**src/rtl/instr_fetch_queue_if.sv**
```systemverilog
// Fetch-queue bus bundle: redirect, instruction-memory port and
// the instruction stream handed to the core.
interface instr_fetch_queue_if;
  logic        redirect;
  logic [31:0] redirect_pc;
  logic        mem_req;
  logic [31:0] mem_addr;
  logic        mem_ack;
  logic [31:0] mem_rdata;
  logic        instr_valid;
  logic [31:0] instr;
  logic [31:0] instr_pc;
  logic        instr_ready;

  modport master (
    input  redirect,
    input  redirect_pc,
    input  mem_ack,
    input  mem_rdata,
    input  instr_ready,
    output mem_req,
    output mem_addr,
    output instr_valid,
    output instr,
    output instr_pc
  );

  modport slave (
    output redirect,
    output redirect_pc,
    output mem_ack,
    output mem_rdata,
    output instr_ready,
    input  mem_req,
    input  mem_addr,
    input  instr_valid,
    input  instr,
    input  instr_pc
  );
endinterface

```
**src/rtl/instr_fetch_queue.sv**
```systemverilog
// Fetch stage: walks the PC through instruction memory with one
// outstanding request and buffers fetched words in a small FIFO.
module instr_fetch_queue #(
  parameter int unsigned DEPTH    = 4,
  parameter logic [31:0] RESET_PC = 32'h0
) (
  input logic               clock,
  input logic               reset,
  instr_fetch_queue_if.master bus
);

  localparam int AW = $clog2(DEPTH);

  typedef enum logic [1:0] {
    S_IDLE,
    S_WAIT,
    S_DISCARD
  } state_t;

  typedef struct packed {
    logic [31:0] instr;
    logic [31:0] pc;
  } entry_t;

  entry_t      fifo_q [DEPTH];
  logic [AW-1:0] wr_ptr;
  logic [AW-1:0] rd_ptr;
  logic [AW:0]   count;

  state_t      state;
  state_t      state_nx;
  logic [31:0] fetch_pc;
  logic [31:0] fetch_pc_nx;
  logic [31:0] mem_addr_q;
  logic        issue;
  logic        do_enq;
  logic        do_deq;

  assign bus.mem_req     = (state != S_IDLE);
  assign bus.mem_addr    = mem_addr_q;
  assign bus.instr_valid = (count != '0);
  assign bus.instr       = fifo_q[rd_ptr].instr;
  assign bus.instr_pc    = fifo_q[rd_ptr].pc;

  // A redirect squashes this cycle's pop as well as any push.
  assign do_deq = bus.instr_valid && bus.instr_ready
                  && !bus.redirect;

  always_comb begin
    state_nx    = state;
    fetch_pc_nx = fetch_pc;
    issue       = 1'b0;
    do_enq      = 1'b0;
    unique case (state)
      S_IDLE: begin
        if (!bus.redirect &&
            count < (AW+1)'(DEPTH)) begin
          issue    = 1'b1;
          state_nx = S_WAIT;
        end
      end
      S_WAIT: begin
        if (bus.mem_ack) begin
          state_nx = S_IDLE;
          if (!bus.redirect) begin
            do_enq      = 1'b1;
            fetch_pc_nx = mem_addr_q + 32'd4;
          end
        end else if (bus.redirect) begin
          state_nx = S_DISCARD;
        end
      end
      S_DISCARD: begin
        if (bus.mem_ack) state_nx = S_IDLE;
      end
      default: state_nx = S_IDLE;
    endcase
    if (bus.redirect)
      fetch_pc_nx = bus.redirect_pc & ~32'h3;
  end

  always_ff @(posedge clock) begin
    if (reset) begin
      state      <= S_IDLE;
      fetch_pc   <= RESET_PC;
      mem_addr_q <= RESET_PC;
      wr_ptr     <= '0;
      rd_ptr     <= '0;
      count      <= '0;
    end else begin
      state    <= state_nx;
      fetch_pc <= fetch_pc_nx;
      if (issue) mem_addr_q <= fetch_pc;
      if (bus.redirect) begin
        wr_ptr <= '0;
        rd_ptr <= '0;
        count  <= '0;
      end else begin
        if (do_enq) wr_ptr <= wr_ptr + AW'(1);
        if (do_deq) rd_ptr <= rd_ptr + AW'(1);
        unique case ({do_enq, do_deq})
          2'b10:   count <= count + 1'b1;
          2'b01:   count <= count - 1'b1;
          default: count <= count;
        endcase
      end
    end
  end

  always_ff @(posedge clock) begin
    if (do_enq && !reset)
      fifo_q[wr_ptr] <= '{instr: bus.mem_rdata,
                          pc:    mem_addr_q};
  end

endmodule

```
**src/flat_wrapper.sv**
```systemverilog
// flat-port wrapper written by rule: the top's interface ports become plain ports
module instr_fetch_queue_flat 
#(
  parameter int unsigned DEPTH    = 4,
  parameter logic [31:0] RESET_PC = 32'h0
)
  (clock, reset, bus_redirect, bus_redirect_pc, bus_mem_ack, bus_mem_rdata, bus_instr_ready, bus_mem_req, bus_mem_addr, bus_instr_valid, bus_instr, bus_instr_pc);
  instr_fetch_queue_if bus_i ();
  input logic clock;
  input logic reset;
  input wire logic [$bits(bus_i.redirect)-1:0] bus_redirect;
  input wire logic [$bits(bus_i.redirect_pc)-1:0] bus_redirect_pc;
  input wire logic [$bits(bus_i.mem_ack)-1:0] bus_mem_ack;
  input wire logic [$bits(bus_i.mem_rdata)-1:0] bus_mem_rdata;
  input wire logic [$bits(bus_i.instr_ready)-1:0] bus_instr_ready;
  output wire logic [$bits(bus_i.mem_req)-1:0] bus_mem_req;
  output wire logic [$bits(bus_i.mem_addr)-1:0] bus_mem_addr;
  output wire logic [$bits(bus_i.instr_valid)-1:0] bus_instr_valid;
  output wire logic [$bits(bus_i.instr)-1:0] bus_instr;
  output wire logic [$bits(bus_i.instr_pc)-1:0] bus_instr_pc;
  assign bus_i.redirect = bus_redirect;
  assign bus_i.redirect_pc = bus_redirect_pc;
  assign bus_i.mem_ack = bus_mem_ack;
  assign bus_i.mem_rdata = bus_mem_rdata;
  assign bus_i.instr_ready = bus_instr_ready;
  assign bus_mem_req = bus_i.mem_req;
  assign bus_mem_addr = bus_i.mem_addr;
  assign bus_instr_valid = bus_i.instr_valid;
  assign bus_instr = bus_i.instr;
  assign bus_instr_pc = bus_i.instr_pc;
  instr_fetch_queue #(.DEPTH(DEPTH), .RESET_PC(RESET_PC)) u_core (.clock(clock), .reset(reset), .bus(bus_i));
endmodule
```
**config.mk**
```make
export PLATFORM = sky130hd
export DESIGN_NAME = instr_fetch_queue_flat
export DESIGN_NICKNAME = d
export VERILOG_FILES = /design/src/rtl/instr_fetch_queue_if.sv /design/src/rtl/instr_fetch_queue.sv /design/src/flat_wrapper.sv
export SDC_FILE = /design/constraint.sdc
export NUM_CORES = 1
export LEC_CHECK = 0
export ABC_AREA = 1
export CAP_MARGIN = 20
export CORE_MARGIN = 3
export CORE_UTILIZATION = 55
export CTS_CLUSTER_DIAMETER = 60
export DETAILED_ROUTE_END_ITERATION = 8
export GPL_ROUTABILITY_DRIVEN = 0
export GPL_TIMING_DRIVEN = 0
export PLACE_DENSITY = 0.8
export SYNTH_ARGS = -nofsm -noshare
export SYNTH_HDL_FRONTEND = slang
export SYNTH_SLANG_ARGS = --single-unit
```
**constraint.sdc**
```tcl
create_clock -name clock -period 5.7 [get_ports clock]
set_clock_uncertainty 0.15 [all_clocks]
set_input_delay 1.14 -clock clock [delete_from_list [all_inputs] [get_ports clock]]
set_output_delay 1.14 -clock clock [all_outputs]
set_load 0.01 [all_outputs]
```
==> results of run 1 <==
-- layout make-up --
type | instances | share of cell area, %
Clock inverter | 14 | 0.918
Tap cell | 319 | 2.40
Sequential cell | 331 | 55.3
Clock buffer | 45 | 5.87
Multi-Input combinational cell | 734 | 21.7
Timing Repair Buffer | 170 | 10.8
Buffer | 62 | 1.58
Inverter | 66 | 1.49
-- worst reg2reg max path, delay by kind of cell (launching register included) --
kind	cells	cell delay (ns)
buffers and inverters	1	0.28
and+or+nand+nor	4	1.34
DFF	1	0.39
-- power by group through the flow --
stage,Sequential (mW),Clock (mW),Combinational (mW)
4_1_cts,2.70,2.24,0.261
3_3_place_gp,2.75,0,0.252
6_report,2.70,2.21,0.262
3_5_place_dp,2.75,0,0.260
5_1_grt,2.71,2.33,0.286
2_1_floorplan,2.74,0,0.110
-- how the worst max path moves through the flow --
stage                      start              endpoint  slack, ns
floorplan           bus_redirect   u_core.fifo_q[0][0]       0.68
global placement     bus_mem_ack  u_core.fifo_q[3][40]      -1.71
detailed placement   bus_mem_ack  u_core.fifo_q[3][40]       1.96
CTS                    flip-flop      bus_instr_pc[14]       1.44
global route           flip-flop      bus_instr_pc[14]       1.31
finish                 flip-flop      bus_instr_pc[14]       1.43
-- state kept, by name, indices dropped and copies added (netlist names), named ones only --
register / cells
u_core.rd_ptr: 2
u_core.state: 2
u_core.wr_ptr: 2
u_core.fetch_pc: 32
u_core.bus.mem_addr: 32
u_core.fifo_q: 256
u_core.count: 3
-- layer usage --
layer  share of wire [%]  global-route usage [%]  wire length [um]  up-vias
met5                   0                       0                 0        -
met2                  48                    39.8             15500      530
met1                  40                    33.9             13000     4685
li1                    -                       -                 -     4635
met3                 8.9                    3.57              2890       74
met4                 3.0                    8.88               962        0
-- cells in the final DEF (no fill, tap or decap), types with 9 or more instances in the layout --
master           count
a21oi_1             47
a22o_1              13
buf_2               18
clkbuf_1            47
clkbuf_16           37
clkdlybuf4s50_1    162
dfxtp_1             75
edfxtp_1           256
inv_1               58
nand2_1            141
nand3_1             25
nor2_1             201
nor2_4               9
o21ai_0            172
o22ai_1             64
-- cells by family after synthesis --
family,after synthesis,share of synthesized area (%)
AO/OA/AOI/OAI,316,13.1
AND/OR/NAND/NOR,409,13.0
buffers and inverters,128,3.85
adder cells (fa/ha/maj),7,0.717
XOR/XNOR,2,0.132
flip-flops,331,69.3
-- metrics by stage --
step / instances / area (um^2) / setup TNS, ns
6_report: 1741 / 16600 / 0
3_5_place_dp: 1682 / 15500 / 0
3_3_place_gp: 1674 / 15300 / -396.38
2_1_floorplan: 1193 / 13300 / 0
5_1_grt: 1741 / 16600 / 0
4_1_cts: 1741 / 16600 / 0
-- synthesized netlist by cell type (all sizes together) --
library cell  count
edfxtp          256
nor2            218
o21ai           179
nand2           149
dfxtp            75
inv              65
o22ai            64
a21oi            47
clkbuf           41
nand3            26
buf              21
a22o             13
a31oi             7
ha                6
nand4             4
o21bai            4
or2               4
nand3b            3
nor3              2
nor3b             2
xor2              2
a21o              1
and2              1
clkinv            1
fa                1
o211ai            1
==> flow_summary_export.csv, run 1 <==
group,metric,value,unit
run_status,run_status,"finished, final reports clean",
timing,finalCritPeriodShare,74.9,%
synthesis,ys_warn_count,0,
global_route,antenna_found_initial,0,
synthesis,synth_seq_cells,331,
clocking,clkTransAtPathRegs,0.06,ns
synthesis,yosys.cell_types.count,37,
die,fp.dieH,161,um
die,die_w,161,um
clocking,cts.sinks,331,
power_and_ir_drop,power,5.18,mW
final_layout,seqCellArea,0.00919,mm^2
final_layout,final_util,70.4,%
worst_setup_path,rrSetupSlack,3.20,ns
timing,hold_violations,0,
place,place_ws,1.96,ns
place,io_buffers,162,
global_route,grt_pass1_vias,9484,
die,io_pins,167,
worst_setup_path,worstSetupPathType,"flip-flop to output pin",
timing,setup_violations,0,
hold_path,min_from,"u_core.fetch_pc[4]",
hold_path,whs_endpoint,"u_core.bus.mem_addr[4]",
route,first_pass_iters,6,
hold_path,hp-class,"flip-flop to flip-flop",
worst_setup_path,crit_top_cell,"clkbuf_1",
worst_setup_path,cp.required,4.41,ns
hold_path,hold_depth,2,
global_route,grt_pass1_wl,50.1,mm
clocking,post_cts_buffers,0,
route,drc,0,
worst_setup_path,startpoint_type,"flip-flop",
timing,tightest_slew,0.878,ns
route,final_antenna_net_count,0,
worst_setup_path,path_max_fanout,10,
timing,period_needed,4.27,ns
global_route,grt_use_total,24.4,%
route,viasPerCell,5.70,
synthesis,netlist_top_cells_area,"edfxtp_1, dfxtp_1, o21ai_0, nor2_1, nand2_1",
timing,fmax,234,MHz
power_and_ir_drop,leakage,5.82,nW
clocking,cts_tree,"built",
timing,setup_slack,1.43,ns
final_layout,syn_to_final_growth,25.3,%
die,row_count,56,
final_layout,final.fill_count,1684,
final_layout,fin_nets,1476,
timing,rsz0062_at_grt,"false",
power_and_ir_drop,combPwrFrac,5.1,%
route,vias,9924,
clocking,clockBufferDepth,3,
die,core_area,0.0236,mm^2
synthesis,syn-num-nets,1269,
final_layout,drive_above_1_share,7.81,%
die,initial_utilization,56.2,%
worst_setup_path,crit_chain,"clkbuf_1, clkbuf_1, o21ai_0, o22ai_1, clkdlybuf4s50_1",
clocking,hold_buffers,0,
worst_setup_path,crit_buf_inv,3,
power_and_ir_drop,p_int,4.11,mW
power_and_ir_drop,power.density,312,mW/mm^2
power_and_ir_drop,max-vdd-ir-drop,223,uV
route,routed_wl,32.4,mm
timing,slew_headroom,41.3,%
final_layout,multi_input_area,0.00360,mm^2
clocking,h-tree-depth,2,
worst_setup_path,slowest_stage,"clkdlybuf4s50_1",
synthesis,synth_top_area_share,57.9,%
synthesis,synth_top_cell_by_area,"edfxtp_1",
global_route,grt-ovfl-total,0,
timing,final_max_slew_viol_count,0,
synthesis,synth_area_per_cell,11.1,um^2
clocking,cts_buffers,35,
final_layout,antenna_cells,0,
die,die-area,0.0260,mm^2
power_and_ir_drop,p_sw_share,20.6,%
clocking,cts_resized,0,
worst_setup_path,rr_startpoint,"u_core.state[0]",
worst_setup_path,timing.rr.end,"u_core.fifo_q[3][49]",
power_and_ir_drop,pwr-share-clk,42.8,%
synthesis,syn_inst,1193,
clocking,cts-root-buf,"clkbuf_16",
worst_setup_path,cpLargestDelayFamily,"buffers and inverters",
worst_setup_path,ff2ff_path_depth,5,
route,wl_per_cell,18.6,um
worst_setup_path,critPathCaptureType,"output pin",
timing,whs,0.296,ns
flow_run,drv_cap,0,
route,drt_iter0_drc,1072,
synthesis,seq_area_frac_synth,69.3,%
worst_setup_path,crit_arrival,2.98,ns
clocking,clk_latency,0.50,ns
synthesis,syn_area,0.0133,mm^2
power_and_ir_drop,seqPwrFrac,52.2,%
worst_setup_path,crit_cells,5,
place,dp_hpwl,21.9,mm
power_and_ir_drop,switchingPower,1.07,mW
worst_setup_path,slowest_delay,0.62,ns
global_route,grt_max_degree,30,
(Power assumes the default switching activity.)
==> run 2: changes to the inputs <==
--- a/config.mk
+++ b/config.mk
@@ -8,12 +8,12 @@
 export ABC_AREA = 1
 export CAP_MARGIN = 20
 export CORE_MARGIN = 3
-export CORE_UTILIZATION = 55
+export CORE_UTILIZATION = 50
 export CTS_CLUSTER_DIAMETER = 60
 export DETAILED_ROUTE_END_ITERATION = 8
 export GPL_ROUTABILITY_DRIVEN = 0
 export GPL_TIMING_DRIVEN = 0
-export PLACE_DENSITY = 0.8
+export PLACE_DENSITY = 0.77
 export SYNTH_ARGS = -nofsm -noshare
 export SYNTH_HDL_FRONTEND = slang
 export SYNTH_SLANG_ARGS = --single-unit
==> constraint.sdc (replaced) <==
create_clock -name clock -period 3.85 [get_ports clock]
set_clock_uncertainty 0.15 [all_clocks]
set_input_delay 0.77 -clock clock [delete_from_list [all_inputs] [get_ports clock]]
set_output_delay 0.77 -clock clock [all_outputs]
set_load 0.01 [all_outputs]
==> flow_summary_export.csv, run 2 (synthesis gave the netlist of run 1 again) <==
group,metric,value,unit
route,vias,9807,
worst_setup_path,path_max_fanout,10,
worst_setup_path,crit_arrival,2.79,ns
final_layout,syn_to_final_growth,26.1,%
place,place_ws,0.535,ns
clocking,post_cts_buffers,0,
final_layout,regMostFlops,"u_core.fifo_q",
worst_setup_path,ff2ff_path_depth,5,
hold_path,hp-class,"flip-flop to flip-flop",
timing,rsz0062_at_grt,"false",
worst_setup_path,rr_startpoint,"u_core.state[0]",
place,io_buffers,162,
die,initial_utilization,51.8,%
clocking,cts_buffers,35,
route,final_antenna_net_count,0,
route,wl_per_cell,18.6,um
clocking,clkTransAtPathRegs,0.06,ns
power_and_ir_drop,pwr-share-clk,44.5,%
die,die_w,169,um
clocking,cts_resized,1,
final_layout,final.fill_count,1897,
worst_setup_path,timing.rr.end,"u_core.fifo_q[1][29]",
worst_setup_path,critPathCaptureType,"output pin",
final_layout,final_cells,1756,
clocking,hold_buffers,0,
route,first_pass_iters,5,
final_layout,multi_input_area,0.00360,mm^2
die,row_count,58,
hold_path,hold_depth,2,
power_and_ir_drop,combPwrFrac,4.9,%
place,dp_hpwl,21.7,mm
worst_setup_path,cp.required,2.93,ns
power_and_ir_drop,p_sw_share,20.6,%
route,routed_wl,32.7,mm
final_layout,drive_above_1_share,8.56,%
clocking,cts.sinks,331,
power_and_ir_drop,p_int,6.28,mW
die,io_pins,167,
route,drc,0,
flow_run,drv_cap,0,
power_and_ir_drop,power.density,473,mW/mm^2
clocking,clk_latency,0.50,ns
place,post-place-cells,1693,
global_route,antenna_found_initial,0,
global_route,grt_max_degree,30,
global_route,grt-ovfl-total,0,
final_layout,antenna_cells,0,
global_route,grt_pass1_wl,50.1,mm
power_and_ir_drop,seqPwrFrac,50.6,%
power_and_ir_drop,max-vdd-ir-drop,462,uV
worst_setup_path,rrSetupSlack,1.39,ns
run_status,run_status,"finished, final reports clean",
final_layout,fin_nets,1476,
power_and_ir_drop,power,7.91,mW
clocking,cts_tree,"built",
route,drt_iter0_drc,1207,
timing,period_needed,3.71,ns
clocking,cts-root-buf,"clkbuf_16",
power_and_ir_drop,switchingPower,1.63,mW
final_layout,layout_common_cells,"edfxtp_1, nor2_1, o21ai_0",
worst_setup_path,worstSetupPathType,"flip-flop to output pin",
timing,slew_headroom,46.1,%
hold_path,whs_endpoint,"u_core.bus.mem_addr[4]",
timing,setup_slack,0.139,ns
die,die-area,0.0285,mm^2
final_layout,layout_commonest_cell,"edfxtp_1",
die,core_area,0.0256,mm^2
final_layout,largest_register_ff_count,256,
clocking,h-tree-depth,2,
power_and_ir_drop,leakage,5.86,nW
timing,tightest_slew,0.806,ns
global_route,grt_pass1_vias,9493,
clocking,clockBufferDepth,3,
timing,setup_violations,0,
timing,fmax,269,MHz
final_layout,seqCellArea,0.00919,mm^2
hold_path,min_from,"u_core.fetch_pc[4]",
timing,finalCritPeriodShare,96.4,%
global_route,grt_use_total,22.4,%
die,fp.dieH,169,um
route,viasPerCell,5.58,
timing,hold_violations,0,
worst_setup_path,startpoint_type,"flip-flop",
timing,final_max_slew_viol_count,0,
-- run 2: changes by cell type in the layout (fill, tap and decap cells not counted), sizes merged --
cell	change
bufinv	+3
clkbuf	-4
clkinvlp	+3
inv	+2
-- run 2: how the worst max path moves through the flow --
stage                       startpoint              endpoint  slack (ns)  depth (start not counted)
after floorplan           bus_redirect   u_core.fifo_q[0][0]       -0.80                          4
after global placement     bus_mem_ack  u_core.fifo_q[3][39]       -3.25                          5
after detailed placement   bus_mem_ack  u_core.fifo_q[1][32]        0.54                          6
after CTS                    flip-flop      bus_instr_pc[14]        0.17                          7
after global routing         flip-flop      bus_instr_pc[20]        0.02                          7
final                        flip-flop      bus_instr_pc[14]        0.14                          7
-- run 2: stage by stage --
step	utilization, %	instance area [um^2]	setup TNS, ns	hold slack (ns)
6_report	65.3	16700	0	0.302
3_5_place_dp	60.5	15500	0	0.294
4_1_cts	65.3	16700	0	0.307
3_3_place_gp	59.7	15300	-808.91	0.282
5_1_grt	65.3	16700	0	0.331
2_1_floorplan	-	13300	-204.79	0.272
-- run 2: routing by layer --
layer / global-route usage [%] / wire (um) / up-vias
met5: 0 / 0 / -
met4: 8.15 / 1110 / 0
met3: 3.08 / 2850 / 78
met2: 36.5 / 15100 / 500
met1: 31.0 / 13600 / 4589
li1: - / - / 4640
-- run 2: area by class of cell --
| class | count | share of cell area [%] |
|---|---|---|
| flip-flops and latches | 331 | 54.9 |
| well taps | 330 | 2.47 |
| repair buffers | 170 | 10.7 |
| clock inverters | 22 | 1.70 |
| inverters | 66 | 1.48 |
| plain buffers | 62 | 1.58 |
| multi-input cells | 734 | 21.5 |
| clock buffers | 41 | 5.68 |
-- run 2: worst max-delay path, cell delays in order (launching register included) --
cell             delay [ns]
dfxtp_1                0.33
buf_4                  0.18
inv_2                  0.06
buf_2                  0.22
clkbuf_1               0.41
o21ai_0                0.15
o22ai_1                0.33
clkdlybuf4s50_1        0.62
-- run 2: power groups by stage --
stage	registers, mW	logic [mW]	clock network (mW)
floorplan	4.05	0.163	0
global placement	4.07	0.375	0
detailed placement	4.07	0.385	0
CTS	4.00	0.388	3.56
global route	4.01	0.424	3.71
finish	4.00	0.389	3.52
==> run 3: changes to the inputs <==
--- a/config.mk
+++ b/config.mk
@@ -14,6 +14,7 @@
 export GPL_ROUTABILITY_DRIVEN = 0
 export GPL_TIMING_DRIVEN = 0
 export PLACE_DENSITY = 0.77
+export SLEW_MARGIN = 10
 export SYNTH_ARGS = -nofsm -noshare
 export SYNTH_HDL_FRONTEND = slang
 export SYNTH_SLANG_ARGS = --single-unit
==> flow_summary_export.csv, run 3 (synthesis gave the netlist of run 1 again) <==
group,metric,value,unit
power_and_ir_drop,power.density,456,mW/mm^2
global_route,grt_max_degree,27,
final_layout,layout_common_cells,"edfxtp_1, nor2_1, o21ai_0",
route,routed_wl,32.2,mm
hold_path,min_from,"u_core.count[0]",
global_route,top_usage_layer,"met2",
final_layout,drive_above_1_share,8.36,%
global_route,grt_pass1_wl,49.7,mm
route,first_pass_iters,6,
final_layout,final.fill_count,1894,
worst_setup_path,rr_startpoint,"u_core.state[0]",
global_route,grt_use_met2,36.1,%
final_layout,regMostFlops,"u_core.fifo_q",
global_route,grt_use_met3,3.20,%
final_layout,syn_to_final_growth,25.2,%
timing,slew_headroom,46.6,%
clocking,clockBufferDepth,3,
worst_setup_path,path_max_fanout,10,
timing,whs,0.302,ns
die,fp.dieH,169,um
timing,rsz0062_at_grt,"false",
worst_setup_path,crit_chain,"buf_4, inv_2, buf_2, clkbuf_1, o21ai_0, o22ai_1, clkdlybuf4s50_1",
worst_setup_path,crit_buf_inv,5,
die,core_area,0.0256,mm^2
power_and_ir_drop,pwr-share-clk,42.1,%
route,final_antenna_net_count,0,
global_route,grt_use_total,22.1,%
timing,fmax,272,MHz
power_and_ir_drop,p_int,5.98,mW
power_and_ir_drop,seqPwrFrac,52.8,%
timing,final_max_slew_viol_count,0,
route,drc,0,
power_and_ir_drop,power,7.58,mW
global_route,grt-ovfl-total,0,
worst_setup_path,crit_arrival,2.75,ns
route,wl_per_cell,18.3,um
clocking,cts_buffers,35,
die,row_count,58,
clocking,clk_latency,0.50,ns
final_layout,layout_commonest_cell,"edfxtp_1",
worst_setup_path,cpLargestDelayFamily,"buffers and inverters",
route,drt_iter0_drc,1117,
timing,setup_slack,0.180,ns
final_layout,final_area,0.0166,mm^2
place,dp_hpwl,21.7,mm
clocking,post_cts_buffers,0,
place,io_buffers,162,
power_and_ir_drop,leakage,5.80,nW
route,vias,9852,
clocking,clkTransAtPathRegs,0.06,ns
power_and_ir_drop,p_sw_share,21.1,%
die,io_pins,167,
timing,period_needed,3.67,ns
run_status,run_status,"finished, final reports clean",
global_route,grt_pass1_vias,9497,
die,die_w,169,um
hold_path,hp-class,"flip-flop to flip-flop",
clocking,cts-root-buf,"clkbuf_16",
route,viasPerCell,5.61,
place,place_ws,0.552,ns
final_layout,fin_nets,1476,
place,postPlaceCellArea,0.0155,mm^2
timing,final.setup.tns,0,ns
worst_setup_path,slowest_stage,"clkdlybuf4s50_1",
timing,hold_violations,0,
flow_run,drv_cap,0,
worst_setup_path,slowest_delay,0.61,ns
worst_setup_path,startpoint_type,"flip-flop",
timing,setup_violations,0,
clocking,cts_resized,1,
global_route,antenna_found_initial,0,
worst_setup_path,worstSetupPathType,"flip-flop to output pin",
power_and_ir_drop,max-vdd-ir-drop,279,uV
clocking,hold_buffers,0,
worst_setup_path,critPathCaptureType,"output pin",
timing,finalCritPeriodShare,95.3,%
power_and_ir_drop,switchingPower,1.60,mW
die,die-area,0.0285,mm^2
clocking,h-tree-depth,2,
timing,tightest_slew,0.799,ns
die,initial_utilization,51.8,%
clocking,cts.sinks,331,
worst_setup_path,cp.required,2.93,ns
global_route,met1_usage,30.8,%
power_and_ir_drop,combPwrFrac,5.1,%
final_layout,largest_register_ff_count,256,
clocking,cts_tree,"built",
==> run 3: area by class of cell <==
type / instances / area, um^2 / share of cell area, %
tap: 330 / 413 / 2.49
clock inverter: 23 / 216 / 1.30
sequential: 331 / 9190 / 55.3
timing repair buffer: 170 / 1790 / 10.8
clock buffer: 38 / 887 / 5.34
multi-input combinational: 734 / 3600 / 21.7
buffer: 62 / 264 / 1.59
inverter: 66 / 248 / 1.49
antenna: 1 / 2.50 / 0.0151
==> run 3: metrics by stage <==
step           std cells  utilization [%]
6_report            1755             64.8
4_1_cts             1754             64.8
3_5_place_dp        1693             60.5
3_3_place_gp        1685             59.7
2_1_floorplan       1193                -
5_1_grt             1754             64.8
==> run 3: power by group through the flow <==
stage               Clock [mW]  Combinational [mW]  Sequential [mW]
global placement             0               0.375             4.07
detailed placement           0               0.384             4.07
finish                    3.19               0.388             4.00
global route              3.39               0.422             4.01
floorplan                    0               0.163             4.05
CTS                       3.24               0.387             4.00
==> run 3: worst paths after layout <==
kind,slack (ns),endpoint,cells after the start
hold reg to reg,0.30,u_core.count[0],1
setup / recovery,0.18,bus_instr_pc[14],7
hold / removal,0.30,u_core.count[0],1
setup reg to reg,1.40,u_core.fifo_q[1][28],5
==> run 3: worst register-to-register path, cell delays in order, from the launching register on <==
cell	delay, ns
dfxtp_1	0.39
nand2_1	0.11
nor2_4	0.19
nand2_2	0.28
nor2_4	0.71
buf_12	0.28
==> run 3: layer usage <==
metal,share of wire (%),vias to the layer above
met4,2.6,0
met1,42,4669
met2,47,480
met5,0,-
li1,-,4641
met3,8.9,62
